==> config.mk <==
export PLATFORM = sky130hd
export DESIGN_NAME = fpadd_sched
export DESIGN_NICKNAME = d
export VERILOG_FILES = /design/src/rtl/fpadd_sched_pkg.sv /design/src/rtl/rr_arb2.sv /design/src/rtl/fpadd_sched.sv
export SDC_FILE = /design/constraint.sdc
export NUM_CORES = 1
export LEC_CHECK = 0
export CAP_MARGIN = 20
export CORE_AREA = 2 2 116 118
export DETAILED_ROUTE_END_ITERATION = 10
export DIE_AREA = 0 0 118 120
export HOLD_SLACK_MARGIN = 0.08
export PLACE_DENSITY = 0.73
export SLEW_MARGIN = 20
export SYNTH_ARGS = -nofsm -noshare
export SYNTH_HDL_FRONTEND = slang
export SYNTH_SLANG_ARGS = --single-unit
==> constraint.sdc <==
create_clock -name clk -period 3.1 [get_ports clk]
set_clock_uncertainty 0.15 [all_clocks]
set_input_delay 0.775 -clock clk [delete_from_list [all_inputs] [get_ports clk]]
set_output_delay 0.775 -clock clk [all_outputs]
set_load 0.02 [all_outputs]
==> src/rtl/fpadd_sched_pkg.sv <==
// Shared types and defaults for the floating-point adder issue scheduler.
package fpadd_sched_pkg;

    localparam int LATENCY_DEF = 7;
    localparam int MAX_OUT_DEF = 4;

    typedef enum logic {
        REQ_A = 1'b0,
        REQ_B = 1'b1
    } req_id_t;

    typedef struct packed {
        logic    v;
        req_id_t id;
    } token_t;

endpackage

==> src/rtl/rr_arb2.sv <==
// Two-input round-robin arbiter; a tie goes to the requester not granted last.
module rr_arb2
    import fpadd_sched_pkg::*;
(
    input  logic       clk,
    input  logic       clear,
    input  logic [1:0] elig,
    output logic [1:0] gnt
);

    req_id_t last_q;

    always_comb begin
        // NOTE: default every always_comb output first so no path leaves it unassigned (no latch).
        gnt = 2'b00;
        if (elig == 2'b11) begin
            gnt = (last_q == REQ_B) ? 2'b01 : 2'b10;
        end else begin
            gnt = elig;
        end
    end

    // NOTE: flops use non-blocking (<=) so every register samples pre-edge values.
    always_ff @(posedge clk) begin
        if (clear) begin
            last_q <= REQ_B;
        end else if (gnt[0]) begin
            last_q <= REQ_A;
        end else if (gnt[1]) begin
            last_q <= REQ_B;
        end
    end

endmodule

==> src/rtl/fpadd_sched.sv <==
// Shares one pipelined FP adder between requesters A and B, routing each sum
// back to its issuer via a shadow token pipeline of the adder's depth.
module fpadd_sched
    import fpadd_sched_pkg::*;
#(
    parameter int LATENCY = LATENCY_DEF,
    parameter int MAX_OUT = MAX_OUT_DEF
) (
    input  logic        clk,
    input  logic        clear,
    input  logic        req_a_valid,
    input  logic [31:0] req_a_opa,
    input  logic [31:0] req_a_opb,
    output logic        req_a_ready,
    input  logic        req_b_valid,
    input  logic [31:0] req_b_opa,
    input  logic [31:0] req_b_opb,
    output logic        req_b_ready,
    input  logic        flush,
    output logic [31:0] add_a,
    output logic [31:0] add_b,
    input  logic [31:0] add_sum,
    output logic        rsp_a_valid,
    output logic [31:0] rsp_a_sum,
    output logic        rsp_b_valid,
    output logic [31:0] rsp_b_sum,
    output logic        busy
);

    localparam int            CW      = $clog2(MAX_OUT + 1);
    localparam logic [CW-1:0] CNT_MAX = CW'(MAX_OUT);

    logic [CW-1:0] cnt_a;
    logic [CW-1:0] cnt_b;
    logic [1:0]    elig;
    logic [1:0]    gnt;
    token_t        pipe [LATENCY];
    token_t        tail;
    logic          retire_a;
    logic          retire_b;

    assign elig[0] = req_a_valid && (cnt_a < CNT_MAX) && !flush && !clear;
    assign elig[1] = req_b_valid && (cnt_b < CNT_MAX) && !flush && !clear;

    rr_arb2 u_arb (
        .clk   (clk),
        .clear (clear),
        .elig  (elig),
        .gnt   (gnt)
    );

    assign req_a_ready = gnt[0];
    assign req_b_ready = gnt[1];

    always_comb begin
        add_a = 32'h0;
        add_b = 32'h0;
        if (gnt[0]) begin
            add_a = req_a_opa;
            add_b = req_a_opb;
        end else if (gnt[1]) begin
            add_a = req_b_opa;
            add_b = req_b_opb;
        end
    end

    // The tail token lines up with add_sum, so retire is purely registered.
    assign tail        = pipe[LATENCY-1];
    assign retire_a    = tail.v && (tail.id == REQ_A);
    assign retire_b    = tail.v && (tail.id == REQ_B);
    assign rsp_a_valid = retire_a;
    assign rsp_b_valid = retire_b;
    assign rsp_a_sum   = add_sum;
    assign rsp_b_sum   = add_sum;

    always_comb begin
        busy = 1'b0;
        for (int i = 0; i < LATENCY; i++) begin
            busy = busy | pipe[i].v;
        end
    end

    always_ff @(posedge clk) begin
        if (clear || flush) begin
            // NOTE: only the valid bits are reset; an id is ignored whenever its v is 0.
            for (int i = 0; i < LATENCY; i++) begin
                pipe[i].v <= 1'b0;
            end
        end else begin
            pipe[0].v  <= |gnt;
            pipe[0].id <= gnt[1] ? REQ_B : REQ_A;
            for (int i = 1; i < LATENCY; i++) begin
                pipe[i] <= pipe[i-1];
            end
        end
    end

    // Issue and retire in the same cycle cancel; the cap keeps cnt within range.
    always_ff @(posedge clk) begin
        if (clear || flush) begin
            cnt_a <= '0;
            cnt_b <= '0;
        end else begin
            if (gnt[0] && !retire_a) begin
                cnt_a <= cnt_a + CW'(1);
            end else if (!gnt[0] && retire_a) begin
                cnt_a <= cnt_a - CW'(1);
            end
            if (gnt[1] && !retire_b) begin
                cnt_b <= cnt_b + CW'(1);
            end else if (!gnt[1] && retire_b) begin
                cnt_b <= cnt_b - CW'(1);
            end
        end
    end

endmodule

Word level (Yosys, flattened, before mapping)
Memories as Yosys holds them, arrays and structs flattened.
Index checks and enable logic that the tools add are counted.
{ "word_totals": {"reg_bits": 7, "mem_bits_rw": 14, "memories": 1, "word_cells": 71} }
{ "classes": {"add_sub_neg": 4, "muxes": 23, "n_reduce_logical": 23, "n_bitwise": 14, "n_eq_ne": 1, "magnitude_cmp": 2} }
{ "memory_table": {"columns": ["name", "words", "word_bits", "rd", "rd_clocked_by_memory_dff", "write_ports", "line_no", "text"], "rows": [
  ["pipe", 7, 2, 7, 0, 7, "fpadd_sched.sv:37", "token_t pipe [LATENCY];"]
]} }
{ "op_table": {"columns": ["cell", "n"], "rows": [
  ["$mux W32", 4],
  ["$mux W1", 13],
  ["$or A1 B1 Y1", 13],
  ["$logic_and A1 B1 Y1", 12],
  ["$mux W3", 4],
  ["$add A3 B1 Y3 const B", 2],
  ["$logic_not A1 Y1", 6],
  ["$lt A3 B3 Y1 const B", 2],
  ["$reduce_bool A2 Y1", 3],
  ["$sub A3 B1 Y3 const B", 2],
  ["$mux W2", 2],
  ["$eq A2 B2 Y1 const B", 1],
  ["$reduce_or A2 Y1", 1],
  ["$logic_or A1 B1 Y1", 1],
  ["$not A1 Y1", 1]
]} }

Longest topological paths before layout
Gate-level depths: netlist of the first run.
{ "depth": {"word_depth": 10, "depth_mapped": 11, "ltp_nobuf": 9} }

Cells and area by module
A second synthesis of the first run with hierarchy kept.
{ "unflattened": {"hier_cells": 214, "hier_area_um2": 1988.2} }
{ "modules_own_cells": {"columns": ["mod", "area_each_um2", "cells_per_inst", "seq_area_each_um2", "instances"], "rows": [
  ["fpadd_sched", 1933.1, 207, 470.5, 1],
  ["rr_arb2", 55.1, 7, 20.0, 1]
]} }

Worst setup path before layout of the first run
No wires, ideal clock.
{ "synth_path": {"kind": "input to register", "startpoint": "input port req_b_valid", "endpoint": "register cnt_b[2]", "arrival_time_ps": 3018, "path_stages": 11, "path_slack_ps": -138, "path_buffers": 2, "path_cell_list": "nor2b_1 o21ai_1 buf_2 buf_2 nor2_1 ha_1 inv_1 fa_1 xor2_1 or3_1 a21oi_1"} }
{ "synth_between": {"elab_chain_len": 8, "elab_cells_between_ends": 10, "cone_classes": "eq/ne (1); mux (2); reduce/logical (7)"} }
{ "synth_rtl": {"columns": ["element", "line_no", "text"], "rows": [
  ["start: declaration", "fpadd_sched.sv:15", "input logic req_b_valid,"],
  ["$logic_and A1 B1 Y1 (*) (3 in series)", "fpadd_sched.sv:43", "assign elig[1] = req_b_valid && (cnt_b < CNT_MAX) && !flush && !clear;"],
  ["$eq A2 B2 Y1", "rr_arb2.sv:16", "if (elig == 2'b11) begin"],
  ["$mux W2 (*)", "rr_arb2.sv:16", null],
  ["net req_b_ready", "fpadd_sched.sv:18", "output logic req_b_ready,"],
  ["$logic_not A1 Y1", "fpadd_sched.sv:111", "end else if (!gnt[1] && retire_b) begin"],
  ["$logic_and A1 B1 Y1", "fpadd_sched.sv:111", null],
  ["$reduce_bool A2 Y1 (no line)", null, null],
  ["end signal: assignment", "fpadd_sched.sv:110", "cnt_b <= cnt_b + CW'(1);"],
  ["end signal: assignment", "fpadd_sched.sv:112", "cnt_b <= cnt_b - CW'(1);"],
  ["end: declaration", "fpadd_sched.sv:34", "logic [CW-1:0] cnt_b;"]
]} }
The timed path passes the listed nets; every way through them passes the cells marked *.
A chain may end at the register's enable or synchronous reset.

Worst setup path after layout of the first run
{ "layout_path": {"startpoint": "input port clear", "endpoint": "output port add_a[26]"} }
{ "layout_between": {"elab_chain_len": 6, "elab_cells_between_ends": 7, "cone_classes": "eq/ne (1); mux (3); reduce/logical (3)"} }
{ "layout_rtl": {"columns": ["element", "line_no", "text"], "rows": [
  ["start: declaration", "fpadd_sched.sv:10", "input logic clear,"],
  ["$logic_not A1 Y1 (*)", "fpadd_sched.sv:42, fpadd_sched.sv:43", null],
  ["$logic_and A1 B1 Y1, on equally long branches", "fpadd_sched.sv:42, fpadd_sched.sv:43", null],
  ["$eq A2 B2 Y1", "rr_arb2.sv:16", null],
  ["$mux W2 (*)", "rr_arb2.sv:16", null],
  ["$mux W32", "fpadd_sched.sv:61", "end else if (gnt[1]) begin"],
  ["$mux W32 (*)", "fpadd_sched.sv:58", "if (gnt[0]) begin"],
  ["end: declaration", "fpadd_sched.sv:20", "output logic [31:0] add_a,"]
]} }
Every way passes the cells marked *; elsewhere a longest branch is shown, timed or not.

==> results_dict.tcl, run 1 <==
set metrics [dict create \
    status "finished, final reports clean" \
    rsz0062_at_grt "no" \
    num_rows 42 \
    fin_nets 693 \
    ir_worst_vdd_uv 166.6 \
    coreArea_um2 12980 \
    antenna_found_initial 0 \
    maxSlewViolCount 0 \
    fmax_mhz 330.0 \
    cts_tree "yes" \
    p_sw_uw 370.0 \
    cts_hold_buf 0 \
    drt_iter0_markers 114 \
    dr.pass1.iters 5 \
    netlist_instances 356 \
    cpLargestDelayFamily "buffers and inverters" \
    yosysSeqAreaShare_pct 18.58 \
    n_antenna_cell 0 \
    layout_commonest_cell "clkdlybuf4s50_1" \
    wl_um 10830 \
    seqPwrFrac_pct 24.8 \
    cp_common_cell "buf_12" \
    dieArea_um2 14160 \
    worstHoldPathCells 0 \
    h-tree-depth 1 \
    grt_pass1_vias 3194 \
    syn_area_per_cell_um2 7.416 \
    p_per_area_nw_per_um2 243.9 \
    grt_usage_pct 14.54 \
    start_util_pct 20.34 \
    synth_seq_cells 21 \
    cts_root_buf "clkbuf_16" \
    die_x_um 118 \
    ant_nets 0 \
    area_growth_pct 85.17 \
    slowest_delay_ns 0.27 \
    p_int_uw 822.4 \
    dp_hpwl_um 7441 \
    finalWeightedCongestion 0.7929 \
    drv_cap 0 \
    utilization_pct 37.66 \
    ys_types 28 \
    critical_path.max_fanout 7 \
    period_share_pct 97.77 \
    slowest_stage "or2_4" \
    relSlewSlack_pct 84.46 \
    grt_overflow_total 0 \
    cts_buffer_depth 2 \
    clock_sinks 21 \
    switching_share_pct 31.03 \
    start_kind "input port" \
    cp.depth 10 \
    hold_viol 0 \
    pwr-share-comb_pct 52.5 \
    tightest_slew_ns 0.2310 \
    clock_latency_ns 0.25 \
    use_met2_pct 26.74 \
    drive_above_1_share_pct 34.61 \
    layout_setup_ws_ns 0.06926 \
    grt_util_met1_pct 17.15 \
    met3_usage_pct 2.947 \
    synth_nets 525 \
    route.detailed.wl_per_inst_um 15.49 \
    cts.clk_slew.worst_paths_ns 0.06 \
    vias 3087 \
    via_per_inst 4.416 \
    crit_type "in2out" \
    layout_common_cells "clkdlybuf4s50_1, nand2_1, buf_4, buf_2, o22ai_2" \
    io_pins 298 \
    setup_viol 0 \
    crit_arrival_ns 2.11 \
    grt_max_degree 23 \
    worstPathRequired_ns 2.17 \
    drc 0 \
    r2r_cells 11 \
    clock_power_share_pct 22.7 \
    worstHoldPathType "reg2reg" \
    final.min_clock_period_ns 3.031 \
    grt.busiest_layer "met2" \
    p_leak_nw 2.001 \
    die_y_um 120 \
    grt_pass1_wl_um 16670 \
    path_cells "clkdlybuf4s15_1 > or2_4 > clkinv_4 > buf_12 > buf_12 > buf_12 > buf_12 > nand2_1 > o22ai_2 > buf_4" \
    crit_buf_inv 7 \
    cts_buffers 3 \
    end_kind "output port" \
    netlist_area_um2 2640 \
    ys_warn_count 0 \
    port_buffers 201 \
    post-place-ws_ns -0.6306 \
]
==> per-stage QoR <==
| stage | area [um^2] | power [mW] | hold slack [ns] | std cells | TNS [ns] |
|---|---|---|---|---|---|
| final | 4888 | 1.192 | 0.2739 | 699 | 0 |
| after global routing | 4888 | 1.247 | 0.2893 | 699 | 0 |
| after CTS | 4820 | 1.191 | 0.2711 | 698 | 0 |
| after detailed placement | 4528 | 0.8519 | 0.2559 | 669 | -38.75 |
| after global placement | 4528 | 0.8413 | 0.2576 | 669 | -37.72 |
| after floorplan | 2643 | 0.6577 | 0.2503 | 356 | 0 |
==> final timing paths <==
| kind | slack [ns] | from | end |
|---|---|---|---|
| worst min register to register | 0.27 | pipe[3][0]$_DFFE_PN_ | pipe[4][0]$_DFFE_PN_ |
| worst max register to register | 0.50 | u_arb.last_q$_SDFFE_PP1P_ | cnt_a[2]$_SDFFE_PP0P_ |
| worst min-delay path | 0.27 | pipe[3][0]$_DFFE_PN_ | pipe[4][0]$_DFFE_PN_ |
| worst max-delay path | 0.07 | clear | add_a[26] |
==> kinds of logic after synthesis <==
group | count (synthesis) | share of synthesized area (%)
flip-flops | 21 | 18.58
AND/OR/NAND/NOR | 153 | 23.41
XOR/XNOR | 4 | 1.327
adder cells (fa/ha/maj) | 4 | 2.464
AO/OA/AOI/OAI | 73 | 27.16
buffers and inverters | 99 | 26.30
multiplexers | 2 | 0.7583
==> final cells by class <==
cell class                      instances  area, um^2
Inverter                                6       27.53
Clock inverter                          1       5.005
Tap cell                              176       220.2
Timing Repair Buffer                  255        2510
Sequential cell                        21       490.5
Clock buffer                            3       75.07
Multi-Input combinational cell        237        1560
Fill cell                            1321        8092
==> flip-flops by register name, summed over array words and instances (netlist names) <==
name and flops:
cnt_a 3, cnt_b 3, pipe 14, u_arb.last_q 1
==> Yosys cell counts, drive strengths merged <==
| library cell | instances | area share (%) |
|---|---|---|
| a21o | 1 | 0.28 |
| a21oi | 4 | 0.76 |
| and2 | 6 | 1.4 |
| buf | 92 | 25 |
| clkbuf | 1 | 0.14 |
| clkinv | 1 | 0.19 |
| dfxtp | 14 | 11 |
| edfxtp | 7 | 8.0 |
| fa | 2 | 1.5 |
| ha | 2 | 0.95 |
| inv | 5 | 0.71 |
| mux2i | 2 | 0.76 |
| nand2 | 131 | 19 |
| nand2b | 3 | 1.0 |
| nor2 | 7 | 1.0 |
| nor2b | 1 | 0.24 |
| nor3 | 1 | 0.19 |
| nor4 | 1 | 0.24 |
| o21ai | 4 | 0.76 |
| o22ai | 64 | 25 |
| or2 | 1 | 0.24 |
| or3 | 2 | 0.47 |
| xor2 | 4 | 1.3 |
==> repair_timing <==
| action | in CTS | in global routing |
|---|---|---|
| endpoints found under the setup margin | 70 | 20 |
| gates resized for setup | 306 | 18 |
| cloned | 9 | 0 |
| pin swaps | 9 | 8 |
| buffers inserted | 16 | 1 |
==> power by group through the flow <==
stage	combinational [mW]	sequential [mW]	clock, mW
detailed placement	0.551	0.301	0
floorplan	0.358	0.300	0
CTS	0.620	0.296	0.276
global placement	0.540	0.301	0
global route	0.666	0.297	0.285
finish	0.626	0.296	0.271
==> layer usage <==
layer | vias up | share of wire (%)
met5 | - | 0
met4 | 0 | 2.2
met3 | 32 | 6.7
met2 | 156 | 51
met1 | 1434 | 40
li1 | 1465 | -
==> worst reg2reg max path: cells and delay by family (launching register included) <==
| kind | cells | cell delay, ns |
|---|---|---|
| simple gates | 2 | 0.42 |
| xor+xnor | 1 | 0.16 |
| flops | 1 | 0.35 |
| fa+ha+maj | 2 | 0.55 |
| compound gates | 2 | 0.44 |
| buf+inv | 4 | 0.47 |
(Power assumes the default switching activity.)
==> run 2, diff against run 1 <==
CORE_AREA = 8 8 110 112   (was 2 2 116 118)
MAX_ROUTING_LAYER = met4   (was unset)
PLACE_DENSITY = 0.76   (was 0.73)
==> results_dict.tcl, run 2 (synthesis gave the netlist of run 1 again) <==
set metrics [dict create \
    grt_max_degree 19 \
    dieArea_um2 14160 \
    drive_above_1_share_pct 33.33 \
    grt_usage_pct 16.50 \
    dp_hpwl_um 8038 \
    maxSlewViolCount 0 \
    n_antenna_cell 0 \
    finalWeightedCongestion 0.8002 \
    die_y_um 120 \
    io_pins 298 \
    num_rows 38 \
    cts_hold_buf 0 \
    wl_met1_um 4733 \
    cts_tree "yes" \
    area_growth_pct 84.36 \
    regToRegStartpoint "cnt_b[2]$_SDFFE_PP0P_" \
    whs_ns 0.2764 \
    p_leak_nw 1.972 \
    relSlewSlack_pct 84.21 \
    ir_worst_vdd_uv 148.4 \
    h-tree-depth 1 \
    p_int_uw 754.6 \
    largest_register_ffs 14 \
    grt_pass1_wl_um 18720 \
    crit_type "in2out" \
    r2r_cells 11 \
    p_per_area_nw_per_um2 230.0 \
    pwr-share-comb_pct 58.1 \
    status "finished, final reports clean" \
    antenna_found_initial 0 \
    slowest_stage "or2_4" \
    r2r-end "cnt_a[2]$_SDFFE_PP0P_" \
    cts_root_buf "clkbuf_8" \
    whs_endpoint "pipe[3][0]$_DFFE_PN_" \
    route.detailed.wl_per_inst_um 18.50 \
    via_per_inst 4.767 \
    worstPathRequired_ns 2.17 \
    drt_iter0_markers 135 \
    seqPwrFrac_pct 26.4 \
    switching_share_pct 32.59 \
    cp.depth 8 \
    clock_power_share_pct 15.5 \
    grt_overflow_total 0 \
    largest_register "pipe" \
    coreArea_um2 10510 \
    die_x_um 118 \
    cpLargestDelayFamily "buffers and inverters" \
    layout_common_cells "nand2_1, clkdlybuf4s50_1, o22ai_2, buf_4, buf_2" \
    grt_pass1_vias 3511 \
    critical_path.max_fanout 18 \
    cts_buffer_depth 2 \
    top_regs "pipe (14), cnt_a (3), cnt_b (3)" \
    final.min_clock_period_ns 3.034 \
    slowest_delay_ns 0.28 \
    worstHoldPathCells 0 \
    path_cells "dlygate4sd2_1 > or2_4 > clkinv_8 > buf_6 > buf_16 > nand2_1 > o22ai_2 > buf_2" \
    p_sw_uw 364.9 \
    met2_length_um 6093 \
    period_share_pct 97.88 \
    crit_buf_inv 5 \
    cts.clk_slew.worst_paths_ns 0.07 \
    end_kind "output port" \
    vias 3113 \
    wl_um 12080 \
    drc 0 \
    fin_nets 683 \
    start_kind "input port" \
    drv_cap 0 \
    dr.pass1.iters 4 \
    fmax_mhz 329.6 \
    final_area_um2 4867 \
    clock_sinks 21 \
    hold_path_startpoint "pipe[2][0]$_DFFE_PN_" \
    clock_latency_ns 0.26 \
    dpl_cell_area_um2 4425 \
    wl_met3_um 964 \
    tightest_slew_ns 0.2360 \
    port_buffers 201 \
    start_util_pct 25.13 \
    worstHoldPathType "reg2reg" \
    top_layer "met4" \
    crit_arrival_ns 2.11 \
    r2r_slack_ns 0.55 \
    setup_viol 0 \
    ant_nets 0 \
    cts_buffers 3 \
    hold_viol 0 \
]
==> run 2: routing by layer <==
metal,GRT usage (%),up-vias
met1,17.56,1445
met5,-,-
met3,4.321,29
li1,-,1444
met4,5.204,0
met2,29.44,195
==> run 2: layout make-up <==
type,instances,area [um^2]
fillers,1017,5640
repair buffers,246,2579
multi-input cells,236,1541
flip-flops and latches,21,490.5
well taps,140,175.2
clock buffers,3,41.29
inverters,6,35.03
clock inverters,1,5.005
==> run 2: worst max-delay path by stage <==
stage	from	slack, ns	to
2_1_floorplan	req_b_valid	0.0002	cnt_b[2]$_SDFFE_PP0P_
3_3_place_gp	clear	-0.55	add_b[7]
3_5_place_dp	clear	-0.59	add_b[23]
4_1_cts	flush	0.006	add_b[26]
5_1_grt	req_b_valid	-0.008	cnt_a[2]$_SDFFE_PP0P_
6_report	flush	0.07	add_b[23]
==> run 2: power by group through the flow <==
| stage | clock network, mW | registers [mW] | logic [mW] |
|---|---|---|---|
| floorplan | 0 | 0.300 | 0.358 |
| global placement | 0 | 0.301 | 0.535 |
| detailed placement | 0 | 0.301 | 0.544 |
| CTS | 0.178 | 0.295 | 0.651 |
| global route | 0.189 | 0.296 | 0.687 |
| finish | 0.174 | 0.295 | 0.651 |
==> run 2: worst register-to-register path, stage by stage (launching register included) <==
cell	delay (ns)
dfxtp_1	0.41
nor2b_4	0.07
a21o_4	0.26
buf_12	0.16
nor2_2	0.10
buf_4	0.11
ha_1	0.16
inv_1	0.05
fa_1	0.38
xor2_1	0.16
or3_1	0.31
a21oi_1	0.15
==> run 2: repair_timing <==
action                                  4_1_cts  5_1_grt
setup buffers                                10        1
pin swaps                                     7        1
hold endpoints to repair                      0        0
cloned                                       12        0
endpoints found under the setup margin       68        6
resized for setup                           348        2
==> run 2: stage by stage <==
stage / power [mW] / util, % / TNS (ns) / std cells / setup slack (ns)
detailed placement: 0.8450 / 42.12 / -36.60 / 627 / -0.5876
global route: 1.172 / 46.32 / -0.008312 / 653 / -0.008312
finish: 1.120 / 46.32 / 0 / 653 / 0.06576
CTS: 1.124 / 46.30 / 0 / 653 / 0.006434
global placement: 0.8363 / 42.12 / -34.88 / 627 / -0.5541
floorplan: 0.6577 / - / 0 / 356 / 0.0001734
